===== src/rtl/vga_frame_reader_if.sv =====
`default_nettype none
// ============================================================================
//  Module      : vga_frame_reader_if
//  Description : Read-only framebuffer port between the VGA frame reader
//                (master) and the data memory (slave). The memory answers
//                with rd_data during the cycle in which rd_en is high.
//  Revision    : 1.0 - initial release
// ============================================================================
interface vga_frame_reader_if #(
  parameter int BUS = 32
);
  logic           rd_en;
  logic [BUS-1:0] rd_addr;
  logic [BUS-1:0] rd_data;

  modport master (output rd_en, output rd_addr, input rd_data);
  modport slave  (input rd_en, input rd_addr, output rd_data);
endinterface
`default_nettype wire


===== src/rtl/vga_frame_reader.sv =====
`default_nettype none
// ============================================================================
//  Module      : vga_frame_reader
//  Description : Display-side framebuffer reader. Generates VGA raster timing,
//                fetches one 32-bit colour word per tile one pixel ahead of
//                use, and drives registered RGB plus active-low syncs.
//  Revision    : 1.0 - initial release
// ============================================================================
module vga_frame_reader #(
  parameter int          BUS        = 32,
  parameter int unsigned BASE_ADDR  = 0,
  parameter int          PIX_DIV    = 2,
  parameter int          TILE_SHIFT = 5,
  parameter int          H_ACTIVE   = 640,
  parameter int          H_FP       = 16,
  parameter int          H_SYNC     = 96,
  parameter int          H_BP       = 48,
  parameter int          V_ACTIVE   = 480,
  parameter int          V_FP       = 10,
  parameter int          V_SYNC     = 2,
  parameter int          V_BP       = 33
) (
  input  wire logic          clk,
  input  wire logic          reset,
  vga_frame_reader_if.master mem,
  output logic [7:0]         R,
  output logic [7:0]         G,
  output logic [7:0]         B,
  output logic               hsync,
  output logic               vsync,
  output logic               frame_start
);

  // --------------------------------------------------------------------------
  // Derived geometry
  // --------------------------------------------------------------------------
  localparam int c_H_TOTAL = H_ACTIVE + H_FP + H_SYNC + H_BP;
  localparam int c_V_TOTAL = V_ACTIVE + V_FP + V_SYNC + V_BP;
  localparam int c_TILES_X = H_ACTIVE >> TILE_SHIFT;

  // Counter widths leave room for one value past the last position, because
  // the look-ahead column (h'+1) can reach H_TOTAL.
  localparam int c_HW = $clog2(c_H_TOTAL + 1);
  localparam int c_VW = $clog2(c_V_TOTAL + 1);
  localparam int c_DW = (PIX_DIV > 1) ? $clog2(PIX_DIV) : 1;

  localparam logic [c_DW-1:0] c_DIV_LAST = c_DW'(PIX_DIV - 1);

  localparam logic [c_HW-1:0] c_H_LAST   = c_HW'(c_H_TOTAL - 1);
  localparam logic [c_HW-1:0] c_H_RST    = c_HW'(c_H_TOTAL - 2);
  localparam logic [c_HW-1:0] c_H_ACT    = c_HW'(H_ACTIVE);
  localparam logic [c_HW-1:0] c_HS_BEG   = c_HW'(H_ACTIVE + H_FP);
  localparam logic [c_HW-1:0] c_HS_END   = c_HW'(H_ACTIVE + H_FP + H_SYNC);

  localparam logic [c_VW-1:0] c_V_LAST   = c_VW'(c_V_TOTAL - 1);
  localparam logic [c_VW-1:0] c_V_ACT    = c_VW'(V_ACTIVE);
  localparam logic [c_VW-1:0] c_VS_BEG   = c_VW'(V_ACTIVE + V_FP);
  localparam logic [c_VW-1:0] c_VS_END   = c_VW'(V_ACTIVE + V_FP + V_SYNC);

  localparam logic [BUS-1:0]  c_BASE     = BUS'(BASE_ADDR);
  localparam logic [BUS-1:0]  c_TX       = BUS'(c_TILES_X);

  // --------------------------------------------------------------------------
  // State
  // --------------------------------------------------------------------------
  logic [c_DW-1:0] r_div;
  logic [c_HW-1:0] r_h;
  logic [c_VW-1:0] r_v;

  logic [23:0]     r_rgb;
  logic            r_hsync;
  logic            r_vsync;
  logic            r_frame_start;

  logic            r_rd_en;
  logic [BUS-1:0]  r_rd_addr;

  logic [23:0]     r_cur_tile;
  logic [23:0]     r_next_tile;

  // --------------------------------------------------------------------------
  // Next raster position and everything derived from it
  // --------------------------------------------------------------------------
  logic            w_tick;
  logic            w_h_wrap;
  logic [c_HW-1:0] w_h_nxt;
  logic [c_VW-1:0] w_v_nxt;
  logic [c_HW-1:0] w_h_ahead;
  logic [c_VW-1:0] w_v_ahead;
  logic            w_tile_edge;
  logic            w_ahead_edge;
  logic            w_active;
  logic [23:0]     w_colour;
  logic            w_hsync_low;
  logic            w_vsync_low;
  logic            w_inline_fetch;
  logic            w_line_fetch;
  logic [BUS-1:0]  w_addr_inline;
  logic [BUS-1:0]  w_addr_line;

  // The alpha/padding byte of each colour word carries no information here.
  logic            w_unused_rd_hi;

  assign w_tick    = (r_div == c_DIV_LAST);
  assign w_h_wrap  = (r_h == c_H_LAST);
  assign w_h_nxt   = w_h_wrap ? '0 : r_h + c_HW'(1);
  assign w_v_nxt   = w_h_wrap ? ((r_v == c_V_LAST) ? '0 : r_v + c_VW'(1)) : r_v;

  // Column one pixel ahead, and the line after the one being entered.
  assign w_h_ahead = w_h_nxt + c_HW'(1);
  assign w_v_ahead = (w_v_nxt == c_V_LAST) ? '0 : w_v_nxt + c_VW'(1);

  assign w_tile_edge  = (w_h_nxt[TILE_SHIFT-1:0] == '0);
  assign w_ahead_edge = (w_h_ahead[TILE_SHIFT-1:0] == '0);
  assign w_active     = (w_h_nxt < c_H_ACT) && (w_v_nxt < c_V_ACT);

  // The first pixel of a tile must use the freshly fetched word directly,
  // since cur_tile only takes it over on this same edge.
  assign w_colour     = w_tile_edge ? r_next_tile : r_cur_tile;

  assign w_hsync_low  = (w_h_nxt >= c_HS_BEG) && (w_h_nxt < c_HS_END);
  assign w_vsync_low  = (w_v_nxt >= c_VS_BEG) && (w_v_nxt < c_VS_END);

  // Fetch the next tile one pixel before it is needed: inside a visible line
  // when the next column starts a tile, and on the last column of a line for
  // the first tile of the following visible line.
  assign w_inline_fetch = w_ahead_edge && (w_h_ahead < c_H_ACT) && (w_v_nxt < c_V_ACT);
  assign w_line_fetch   = (w_h_nxt == c_H_LAST) && (w_v_ahead < c_V_ACT);

  assign w_addr_inline  = c_BASE + BUS'(w_v_nxt >> TILE_SHIFT) * c_TX
                          + BUS'(w_h_ahead >> TILE_SHIFT);
  assign w_addr_line    = c_BASE + BUS'(w_v_ahead >> TILE_SHIFT) * c_TX;

  assign w_unused_rd_hi = ^mem.rd_data[BUS-1:24];

  // --------------------------------------------------------------------------
  // Sequential logic
  // --------------------------------------------------------------------------

  // Pixel divider and raster counters; position advances only on a tick.
  always_ff @(posedge clk) begin
    if (reset) begin
      r_div <= '0;
      r_h   <= c_H_RST;
      r_v   <= c_V_LAST;
    end else if (w_tick) begin
      r_div <= '0;
      r_h   <= w_h_nxt;
      r_v   <= w_v_nxt;
    end else begin
      r_div <= r_div + c_DW'(1);
    end
  end

  // Registered pixel colour and syncs for the position being entered.
  always_ff @(posedge clk) begin
    if (reset) begin
      r_rgb      <= '0;
      r_hsync    <= 1'b1;
      r_vsync    <= 1'b1;
      r_cur_tile <= '0;
    end else if (w_tick) begin
      r_rgb   <= w_active ? w_colour : '0;
      r_hsync <= ~w_hsync_low;
      r_vsync <= ~w_vsync_low;
      if (w_tile_edge) begin
        r_cur_tile <= r_next_tile;
      end
    end
  end

  // One-clock marker following the tick that lands on pixel (0,0).
  always_ff @(posedge clk) begin
    if (reset) begin
      r_frame_start <= 1'b0;
    end else begin
      r_frame_start <= w_tick && (w_h_nxt == '0) && (w_v_nxt == '0);
    end
  end

  // Read request: a single-clock strobe, address held between requests.
  always_ff @(posedge clk) begin
    if (reset) begin
      r_rd_en   <= 1'b0;
      r_rd_addr <= '0;
    end else if (w_tick && w_line_fetch) begin
      r_rd_en   <= 1'b1;
      r_rd_addr <= w_addr_line;
    end else if (w_tick && w_inline_fetch) begin
      r_rd_en   <= 1'b1;
      r_rd_addr <= w_addr_inline;
    end else begin
      r_rd_en   <= 1'b0;
    end
  end

  // Capture the memory answer on the edge after the strobe; with at least
  // two clocks per pixel this always lands before the tick that uses it.
  always_ff @(posedge clk) begin
    if (reset) begin
      r_next_tile <= '0;
    end else if (r_rd_en) begin
      r_next_tile <= mem.rd_data[23:0];
    end
  end

  // --------------------------------------------------------------------------
  // Outputs
  // --------------------------------------------------------------------------
  assign mem.rd_en   = r_rd_en;
  assign mem.rd_addr = r_rd_addr;
  assign R           = r_rgb[23:16];
  assign G           = r_rgb[15:8];
  assign B           = r_rgb[7:0];
  assign hsync       = r_hsync;
  assign vsync       = r_vsync;
  assign frame_start = r_frame_start;

endmodule
`default_nettype wire


===== src/flat_wrapper.sv =====
// flat-port wrapper written by rule: the top's interface ports become plain ports
module vga_frame_reader_flat 
#(
  parameter int          BUS        = 32,
  parameter int unsigned BASE_ADDR  = 0,
  parameter int          PIX_DIV    = 2,
  parameter int          TILE_SHIFT = 5,
  parameter int          H_ACTIVE   = 640,
  parameter int          H_FP       = 16,
  parameter int          H_SYNC     = 96,
  parameter int          H_BP       = 48,
  parameter int          V_ACTIVE   = 480,
  parameter int          V_FP       = 10,
  parameter int          V_SYNC     = 2,
  parameter int          V_BP       = 33
)
  (clk, reset, R, G, B, hsync, vsync, frame_start, mem_rd_en, mem_rd_addr, mem_rd_data);
  vga_frame_reader_if #(.BUS(BUS)) mem_i ();
  input  wire logic clk;
  input  wire logic reset;
  output logic [7:0] R;
  output logic [7:0] G;
  output logic [7:0] B;
  output logic hsync;
  output logic vsync;
  output logic frame_start;
  output wire logic [$bits(mem_i.rd_en)-1:0] mem_rd_en;
  output wire logic [$bits(mem_i.rd_addr)-1:0] mem_rd_addr;
  input wire logic [$bits(mem_i.rd_data)-1:0] mem_rd_data;
  assign mem_rd_en = mem_i.rd_en;
  assign mem_rd_addr = mem_i.rd_addr;
  assign mem_i.rd_data = mem_rd_data;
  vga_frame_reader #(.BUS(BUS), .BASE_ADDR(BASE_ADDR), .PIX_DIV(PIX_DIV), .TILE_SHIFT(TILE_SHIFT), .H_ACTIVE(H_ACTIVE), .H_FP(H_FP), .H_SYNC(H_SYNC), .H_BP(H_BP), .V_ACTIVE(V_ACTIVE), .V_FP(V_FP), .V_SYNC(V_SYNC), .V_BP(V_BP)) u_core (.clk(clk), .reset(reset), .mem(mem_i), .R(R), .G(G), .B(B), .hsync(hsync), .vsync(vsync), .frame_start(frame_start));
endmodule

===== config.mk =====
export PLATFORM = sky130hd
export DESIGN_NAME = vga_frame_reader_flat
export DESIGN_NICKNAME = d
export VERILOG_FILES = /design/src/rtl/vga_frame_reader_if.sv /design/src/rtl/vga_frame_reader.sv /design/src/flat_wrapper.sv
export SDC_FILE = /design/constraint.sdc
export NUM_CORES = 1
export LEC_CHECK = 0
export BUFFER_PORTS_ARGS = -buffer_cell sky130_fd_sc_hd__buf_2
export CORE_AREA = 2 2 105 107
export CTS_BUF_LIST = sky130_fd_sc_hd__clkbuf_2 sky130_fd_sc_hd__clkbuf_4 sky130_fd_sc_hd__clkbuf_8
export DETAILED_ROUTE_END_ITERATION = 8
export DIE_AREA = 0 0 107 109
export GPL_ROUTABILITY_DRIVEN = 0
export GPL_TIMING_DRIVEN = 0
export PLACE_DENSITY = 0.8
export SLEW_MARGIN = 20
export SYNTH_ARGS = -nofsm -noshare
export SYNTH_HDL_FRONTEND = slang
export SYNTH_SLANG_ARGS = --single-unit

===== constraint.sdc =====
create_clock -name clk -period 9.7 [get_ports clk]
set_input_delay 2.425 -clock clk [delete_from_list [all_inputs] [get_ports clk]]
set_output_delay 2.425 -clock clk [all_outputs]
set_load 0.03 [all_outputs]

== After elaboration in Yosys (flattened, before gate mapping) ==
Index checks and enable logic that the tools add are counted.

* Register bits after elaboration: 129
* Input port bits: 34
* Output and inout port bits: 60
* Logic and storage cells: 61

* Add/subtract/negate cells: 6
* Multiply operators: 2
* Order comparisons: 8
* Equality and inequality tests: 4
* Multiplexer cells: 10
* Bitwise operators: 2
* Reductions and logical operators: 17

{| class="wikitable"
|+ Operators by type and width
! cell !! count
|-
| two-way mux 32 bit || 2
|-
| two-way mux 24 bit || 2
|-
| adder 10 x 1 -> 10 bit, second input constant || 4
|-
| equality test 10 bit, second input constant || 4
|-
| two-way mux 10 bit || 4
|-
| adder 32 x 5 -> 32 bit || 1
|-
| less-than comparator 10 bit, second input constant || 3
|-
| less-than comparator 10 x 9 -> 1 bit, second input constant || 3
|-
| zero test 10 bit || 2
|-
| multiplier 5 x 3 -> 8 bit, second input constant || 2
|-
| >= comparator 10 bit, second input constant || 1
|-
| >= comparator 10 x 9 -> 1 bit, second input constant || 1
|-
| logical AND 1 bit || 10
|-
| zero test 5 bit || 2
|-
| OR reduction 2 bit || 2
|-
| two-way mux 1 bit || 2
|-
| NOT 1 bit || 2
|-
| nonzero test 2 bit || 1
|-
| adder 1 bit, second input constant || 1
|}

== Depth between registers and ports, before layout ==
Gate-level depths: netlist (run 1).

* Word-level depth: 9
* Depth in mapped cells: 19
* Gate-level depth less buffers: 18

== Worst setup path after synthesis (run 1) ==
No wires, ideal clock.

* Path type: input port to flip-flop
* Start point: input reset
* End point: register u_core.r_rgb[10]
* Library setup time: 128 ps
* Data arrival time: 3489 ps
* Data required time: 9572 ps
* Slack: 6083 ps
* Stages on the path: 7
* Path buffers: 3
* Cell sequence: clkbuf_1 -> or2_2 -> clkbuf_1 -> clkinv_1 -> clkbuf_1 -> nand2_1 -> o21ai_0

{| class="wikitable"
|+ RTL lines
! element !! RTL line !! RTL
|-
| start, declared || flat_wrapper.sv:20 || <nowiki>input wire logic reset;</nowiki>
|-
| end signal, assigned || vga_frame_reader.sv:163 || <nowiki>r_rgb <= w_active ? w_colour : '0;</nowiki>
|-
| end, declared || vga_frame_reader.sv:70 || <nowiki>logic [23:0] r_rgb;</nowiki>
|}

== Final worst setup path (run 1) ==
* Start point: register u_core.r_h[1]
* End point: register u_core.r_rd_addr[7] (netlist: u_core.mem.rd_addr[7])

* Cells in the longest elaborated chain, start to end: 8
* Elaborated cells between the ends (all ways): 24
* Classes of those cells: add/sub: 4; mul: 2; order compare: 3; eq/ne: 3; mux: 5; reduce/logical: 7

{| class="wikitable"
|+ RTL lines
! element !! RTL line !! RTL
|-
| start, declared || vga_frame_reader.sv:67 || <nowiki>logic [c_HW-1:0] r_h;</nowiki>
|-
| start signal, assigned || vga_frame_reader.sv:144 || <nowiki>r_h <= c_H_RST;</nowiki>
|-
| start signal, assigned || vga_frame_reader.sv:148 || <nowiki>r_h <= w_h_nxt;</nowiki>
|-
| parallel branches: the longest is 8 deep, another holds adder 32 x 5 -> 32 bit || -- ||
|-
| end signal, assigned || vga_frame_reader.sv:188 || <nowiki>r_rd_addr <= w_addr_line;</nowiki>
|-
| end signal, assigned || vga_frame_reader.sv:191 || <nowiki>r_rd_addr <= w_addr_inline;</nowiki>
|-
| end, declared || vga_frame_reader.sv:76 || <nowiki>logic [BUS-1:0] r_rd_addr;</nowiki>
|}

Parallel ways; which one is timed is not known. The select of a mux whose other input is x is not followed.
A chain may end at the register's enable or synchronous reset.

==> metrics.csv, run 1 <==
stage;metric;value;unit
floorplanning;num_io_pins;94;
global_route;antenna_found_initial;0;
clock_network;htree_levels;3;
sta;slew_headroom;0.502;
cells_and_area;layout.nets;863;
min_path;hold_start;u_core.mem.rd_addr[10];
global_route;grt_pass1_vias;5142;
floorplanning;rows;38;
yosys;netlist_top_cells_count;dfxtp_1, nand2_1, nor2_1;
yosys;synth_area_per_cell;8.43;um^2
power;power.density;135;nW/um^2
run_status;status;finished, final reports clean;
yosys;ys_seq_elements;108;
yosys;ys_warn_count;0;
clock_network;cts.clk_slew.worst_paths;100;ps
sta;setup_viol;0;
sta;fin_setup_tns;0;ps
floorplanning;initial_core_util;0.568;
worst_setup_path;cp-end-kind;flop;
route;routedWlPerCell;15.5;um
placed_design;dpl.hpwl;11300;um
min_path;hold_class;reg2reg;
worst_setup_path;regToRegStartpoint;u_core.r_h[1];
yosys;synth_area_leaders;dfxtp_1, mux2i_1, nand2_1;
worst_setup_path;crit_type;reg2reg;
job;cap_violations;0;
route;num_vias;5419;
global_route;grt_use_total;0.260;
sta;final_hold_viol_count;0;
sta;finalClockSkew;15.9;ps
cells_and_area;diodes;0;
placed_design;port_buffers;63;
yosys;synth_cells;714;
power;p_total;917;uW
cells_and_area;num-fill-cells;911;
sta;worstMarginPinSlew;747;ps
worst_setup_path;cp-start-kind;flop;
yosys;synth_top_cell_area_share;0.359;
worst_setup_path;cp.required;9990;ps
yosys;async_flop_share;0;
worst_setup_path;worstPathMaxFanout;9;
worst_setup_path;arrival;4590;ps
sta;rsz0062_at_grt;no;
cells_and_area;regArea;2160;um^2
placed_design;dp_cells;937;
power;p_leak;0.00289;uW
floorplanning;fp.dieH;109;um
clock_network;ctsResizeCount;0;
power;peakVddDrop;0.106;mV
clock_network;cts_setup_buffers;0;
global_route;grt_pass1_wl;24300;um
yosys;ys_types;79;
yosys;synth_edf_count;0;
worst_setup_path;crit_path_start;u_core.r_h[1];
cells_and_area;areaGrowthSynthToFinish;12.5;%
floorplanning;dieArea;11700;um^2
yosys;syn_area;6020;um^2
clock_network;clockBufferDepth;2;
sta;fin_ws;5410;ps
route;wirelength;14800;um
sta;fmax;0.233;GHz
clock_network;cts_hold_buf;0;
clock_network;clk-insertion-delay-late;380;ps
route;drc;0;
route;drt_iter0_drc;363;
yosys;synth.most_common_cell;dfxtp_1;
cells_and_area;multi_input_area;3470;um^2
cells_and_area;stdcell_count;953;
placed_design;place_ws;5500;ps
sta;final.period_utilization;0.442;
route;vias_per_cell;5.69;
yosys;seq_area_frac_synth;0.359;
route;dr.pass1.iters;5;
cells_and_area;drive_above_1_share;0.175;
yosys;synthFlopType;dfxtp_1;
sta;drv_slew;0;
floorplanning;fp.dieW;107;um
clock_network;cts_buffers;9;
global_route;grt_max_degree;19;
clock_network;clkSinkCount;108;
route;antenna_left;0;
sta;min_period;4290;ps
yosys;yosysTopAreaCell;dfxtp_1;
clock_network;cts_tree;done;
clock_network;cts-root-buf;clkbuf_8;
global_route;grt_overflow_total;0;
floorplanning;core_area;10600;um^2
flip-flops by register name, indices dropped and copies added (netlist names):
name and flops:
u_core.frame_start 1, u_core.hsync 1, u_core.mem.rd_addr 11, u_core.mem.rd_en 1, u_core.r_cur_tile 24, u_core.r_div 1
u_core.r_h 10, u_core.r_next_tile 24, u_core.r_rgb 24, u_core.r_v 10, u_core.vsync 1
final cells by class:
| class | count | area share |
|---|---|---|
| multi-input combinational | 536 | 0.512 |
| sequential | 108 | 0.319 |
| buffer | 67 | 0.0558 |
| timing repair buffer | 63 | 0.0466 |
| tap | 140 | 0.0259 |
| clock buffer | 11 | 0.0214 |
| inverter | 23 | 0.0127 |
| clock inverter | 5 | 0.00610 |
power by group:
group	internal (uW)	switching (uW)	total (uW)
Sequential	452	9.56	462
Clock	107	160	266
Combinational	69.7	119	189
Total	628	288	917
cells in the final DEF, fill, tap and decap left out, types with 4 or more instances in the layout:
cell type	count
dfxtp_1	108
nand2_1	92
buf_2	74
nor2_1	57
mux2i_1	54
a21oi_1	51
o21ai_0	36
clkbuf_1	26
buf_4	26
xnor2_1	22
inv_1	21
nand3_1	21
conb_1	21
ha_1	18
nor3_1	11
nand4_1	11
clkbuf_8	10
xor2_1	9
a31oi_1	9
a211oi_1	7
nand2b_1	6
o31ai_1	6
and3_1	6
and2_1	5
nor4_1	4
a41oi_1	4
nand3b_1	4
nor2b_1	4
final timing paths:
path	endpoint	slack, ps	depth (start not counted)
setup / recovery	u_core.mem.rd_addr[7]	5410	15
hold / removal	u_core.mem.rd_addr[10]	460	2
hold reg to reg	u_core.mem.rd_addr[10]	460	2
setup reg to reg	u_core.mem.rd_addr[7]	5410	15
cell families (layout without fill, tap and decap cells):
logic type,after synthesis,in the layout,share of synthesized area
AOI/OAI and AO/OA,149,149,0.153
xor gates and xnor gates,34,34,0.0532
adders and majority gates,23,23,0.0507
buffers and inverters,90,169,0.0771
DFF,108,108,0.359
muxes,54,54,0.0898
other,1,21,0.000623
and+or+nand+nor,255,255,0.217
per-stage QoR:
step	hold slack (ps)	utilization	instance area, um^2
final	458	0.639	6770
after global routing	480	0.639	6770
after CTS	464	0.639	6770
after detailed placement	440	0.621	6590
after global placement	432	0.621	6590
after floorplan	436	-	6100
worst max-delay path, cell delays in order (launching register included):
cell and delay, ps:
dfxtp_1 510, ha_1 370, nand4_2 250, nor4_2 410, xnor2_1 310, and2_1 200
nand4_1 120, o32a_1 430, a21boi_0 170, ha_1 320, inv_1 60, fa_1 450
xor2_1 170, a211oi_1 240, a31oi_1 80, o22ai_1 140
layer usage:
metal,vias to the layer above,share of wire,track usage
met1,2535,0.42,0.324
li1,2647,-,-
met4,0,0.025,0.115
met3,29,0.064,0.0418
met5,-,0,0
met2,208,0.49,0.445
Note: power is estimated with default switching activity, not from simulation.
==> run 2, diff against run 1 <==
==> constraint.sdc (replaced) <==
create_clock -name clk -period 4 [get_ports clk]
set_input_delay 1 -clock clk [delete_from_list [all_inputs] [get_ports clk]]
set_output_delay 1 -clock clk [all_outputs]
set_load 0.03 [all_outputs]
==> run 2 against run 1 <==
  * Utilization grew 1.1 points
  * Clock skew is essentially flat
  * Wire length is 1.8% higher
  * Sequential share of layout area decreased by 0.47 points
  * Via count rose by 0.98%
  * Clock-buffer cell count did not move
  * Highest routed layer unchanged
  * Final area rose by 1.8%
  * Critical path depth grew 3
  * Final cell count grew 0.42%
  * Hold slack got worse by 0.79 ps
  * Combinational power rose to 2.6 times the previous value
==> metrics.csv, run 2 (same netlist as run 1, synthesis figures left out) <==
stage;metric;value;unit;change
run_status;status;finished, final reports clean;;
sta;finalClockSkew;15.4;ps;-0.474 ps
floorplanning;dieArea;11700;um^2;unchanged
route;vias_per_cell;5.72;;+0.56%
route;routedWlPerCell;15.7;um;+1.4%
cells_and_area;num-fill-cells;898;;-1.4%
power;p_comb_frac;0.216;;+0.010
cells_and_area;layout_common_cells;dfxtp_1, nand2_1, buf_2;;
sta;min_period;3840;ps;-456 ps
route;wirelength;15000;um;+1.8%
cells_and_area;regArea;2170;um^2;+0.29%
worst_setup_path;cp-end-kind;flop;;
worst_setup_path;cp.required;4290;ps;-5700 ps
route;num_vias;5472;;+0.98%
power;clkPwrFrac;0.287;;-0.003
route;dr.pass1.iters;6;;+1
power;peakVddDrop;0.257;mV;+140%
global_route;grt_overflow_total;0;;unchanged
sta;timing.hold.ws;457;ps;-0.789 ps
clock_network;cts-root-buf;clkbuf_8;;
min_path;hold_class;reg2reg;;
power;power.density;327;nW/um^2;+140%
sta;drv_slew;0;;unchanged
worst_setup_path;crit_type;reg2reg;;
placed_design;dpl.hpwl;11300;um;unchanged
cells_and_area;areaGrowthSynthToFinish;14.5;%;
floorplanning;core_area;10600;um^2;unchanged
sta;worstMarginPinSlew;732;ps;-14.2 ps
cells_and_area;final_common_cell;dfxtp_1;;
worst_setup_path;cp-start-kind;flop;;
cells_and_area;layout.nets;867;;+0.46%
worst_setup_path;regToRegStartpoint;u_core.r_v[0];;
power;p_leak;0.00292;uW;+0.99%
route;antenna_left;0;;unchanged
worst_setup_path;crit_path_start;u_core.r_v[0];;
sta;final.period_utilization;0.959;;+0.517
clock_network;clockBufferDepth;2;;unchanged
power;switching_power;714;uW;+150%
floorplanning;rows;38;;unchanged
global_route;grt_max_degree;19;;unchanged
clock_network;cts_buffers;9;;unchanged
global_route;antenna_found_initial;0;;unchanged
global_route;grt_pass1_wl;24400;um;+0.28%
clock_network;clk-insertion-delay-late;380;ps;about the same
global_route;grt_pass1_vias;5156;;+0.27%
cells_and_area;top_regs;u_core.r_cur_tile (24), u_core.r_next_tile (24), u_core.r_rgb (24);;
global_route;grt_use_total;0.261;;+0.000763
worst_setup_path;worstPathMaxFanout;9;;unchanged
sta;final_hold_viol_count;0;;unchanged
clock_network;htree_levels;3;;unchanged
clock_network;cts.clk_slew.worst_paths;90;ps;about the same
power;p_int;1540;uW;+150%
worst_setup_path;worstReg2RegEnd;u_core.mem.rd_addr[7];;
sta;fmax;0.261;GHz;+12%
sta;slew_headroom;0.512;;+0.00948
worst_setup_path;reg2reg_slack;160;ps;-5240 ps
cells_and_area;diodes;0;;unchanged
power;seq_power_share;0.497;;-0.006
power;switching_share;0.317;;+0.00195
cells_and_area;drive_above_1_share;0.197;;+0.0224
placed_design;port_buffers;63;;unchanged
worst_setup_path;arrival;4130;ps;-460 ps
clock_network;clkSinkCount;108;;unchanged
route;drt_iter0_drc;362;;-0.28%
sta;fin_setup_tns;0;ps;unchanged
cells_and_area;multi_input_area;3550;um^2;+2.4%
floorplanning;fp.dieW;107;um;unchanged
floorplanning;initial_core_util;0.568;;unchanged
route;drc;0;;unchanged
worst_setup_path;worstRegToRegCells;18;;+3
worst_setup_path;endpoint;u_core.mem.rd_addr[7];;
floorplanning;fp.dieH;109;um;unchanged
floorplanning;num_io_pins;94;;unchanged
sta;setup_viol;0;;unchanged
clock_network;cts_tree;done;;
job;cap_violations;0;;unchanged
[run 2: cell count changes in the layout (fill, tap and decap cells not counted), sizes merged]
cell	delta
buf	+4
[run 2: layout make-up]
class / instances / share of cell area
clock buffer: 11 / 0.0211
clock inverter: 5 / 0.00599
sequential: 108 / 0.315
multi-input combinational: 536 / 0.515
tap: 140 / 0.0254
timing repair buffer: 67 / 0.0501
buffer: 67 / 0.0552
inverter: 23 / 0.0125
[run 2: power groups by stage]
stage	clock, uW	sequential, uW	combinational (uW)
2_1_floorplan	0	1140	344
3_3_place_gp	0	1140	436
3_5_place_dp	0	1140	448
4_1_cts	651	1120	453
5_1_grt	703	1120	524
6_report	648	1120	487
[run 2: routing by layer]
metal	vias up	share of wire	GRT usage
met5	-	0	0
met4	0	0.028	0.114
met2	211	0.48	0.448
met1	2576	0.42	0.325
li1	2643	-	-
met3	42	0.064	0.0424
[run 2: metrics by stage]
step	setup WS [ps]	instances	utilization	power (uW)	instance area (um^2)
2_1_floorplan	427	734	-	1480	6100
3_3_place_gp	5.67	937	0.621	1580	6590
3_5_place_dp	-203	937	0.621	1590	6590
4_1_cts	7.91	953	0.641	2220	6790
5_1_grt	-70.6	957	0.650	2350	6890
6_report	164	957	0.650	2260	6890
[run 2: critical path, cell delays in order, from the launching register on]
cell and delay (ps):
dfxtp_1 320, buf_2 180, inv_2 100, ha_1 170, nor4b_4 350, a41oi_2 210, a221oi_2 310, mux2i_2 150
and2_4 180, nand2_1 110, o21ai_0 90, o21a_1 150, ha_1 310, inv_1 60, fa_1 450, xor2_1 170
a211oi_1 220, a31oi_1 80, o22ai_1 140
[run 2: timing repair]
item / 4_1_cts / 5_1_grt
gates cloned: 0 / 0
buffers inserted: 0 / 4
pin swaps: 1 / 3
endpoints found under the setup margin: 3 / 3
hold buffers: 0 / 0
hold endpoints to repair: 0 / 0
gates resized for setup: 4 / 18
[run 2: worst min path at each step]
stage                            from  slack (ps)  cells past startpoint                     end
2_1_floorplan    u_core.r_cur_tile[0]         440                      2    u_core.r_cur_tile[0]
3_3_place_gp          u_core.r_rgb[1]         430                      2         u_core.r_rgb[1]
3_5_place_dp         u_core.r_rgb[19]         440                      2        u_core.r_rgb[19]
4_1_cts          u_core.r_cur_tile[8]         460                      2    u_core.r_cur_tile[8]
5_1_grt        u_core.mem.rd_addr[10]         480                      2  u_core.mem.rd_addr[10]
6_report       u_core.mem.rd_addr[10]         460                      2  u_core.mem.rd_addr[10]
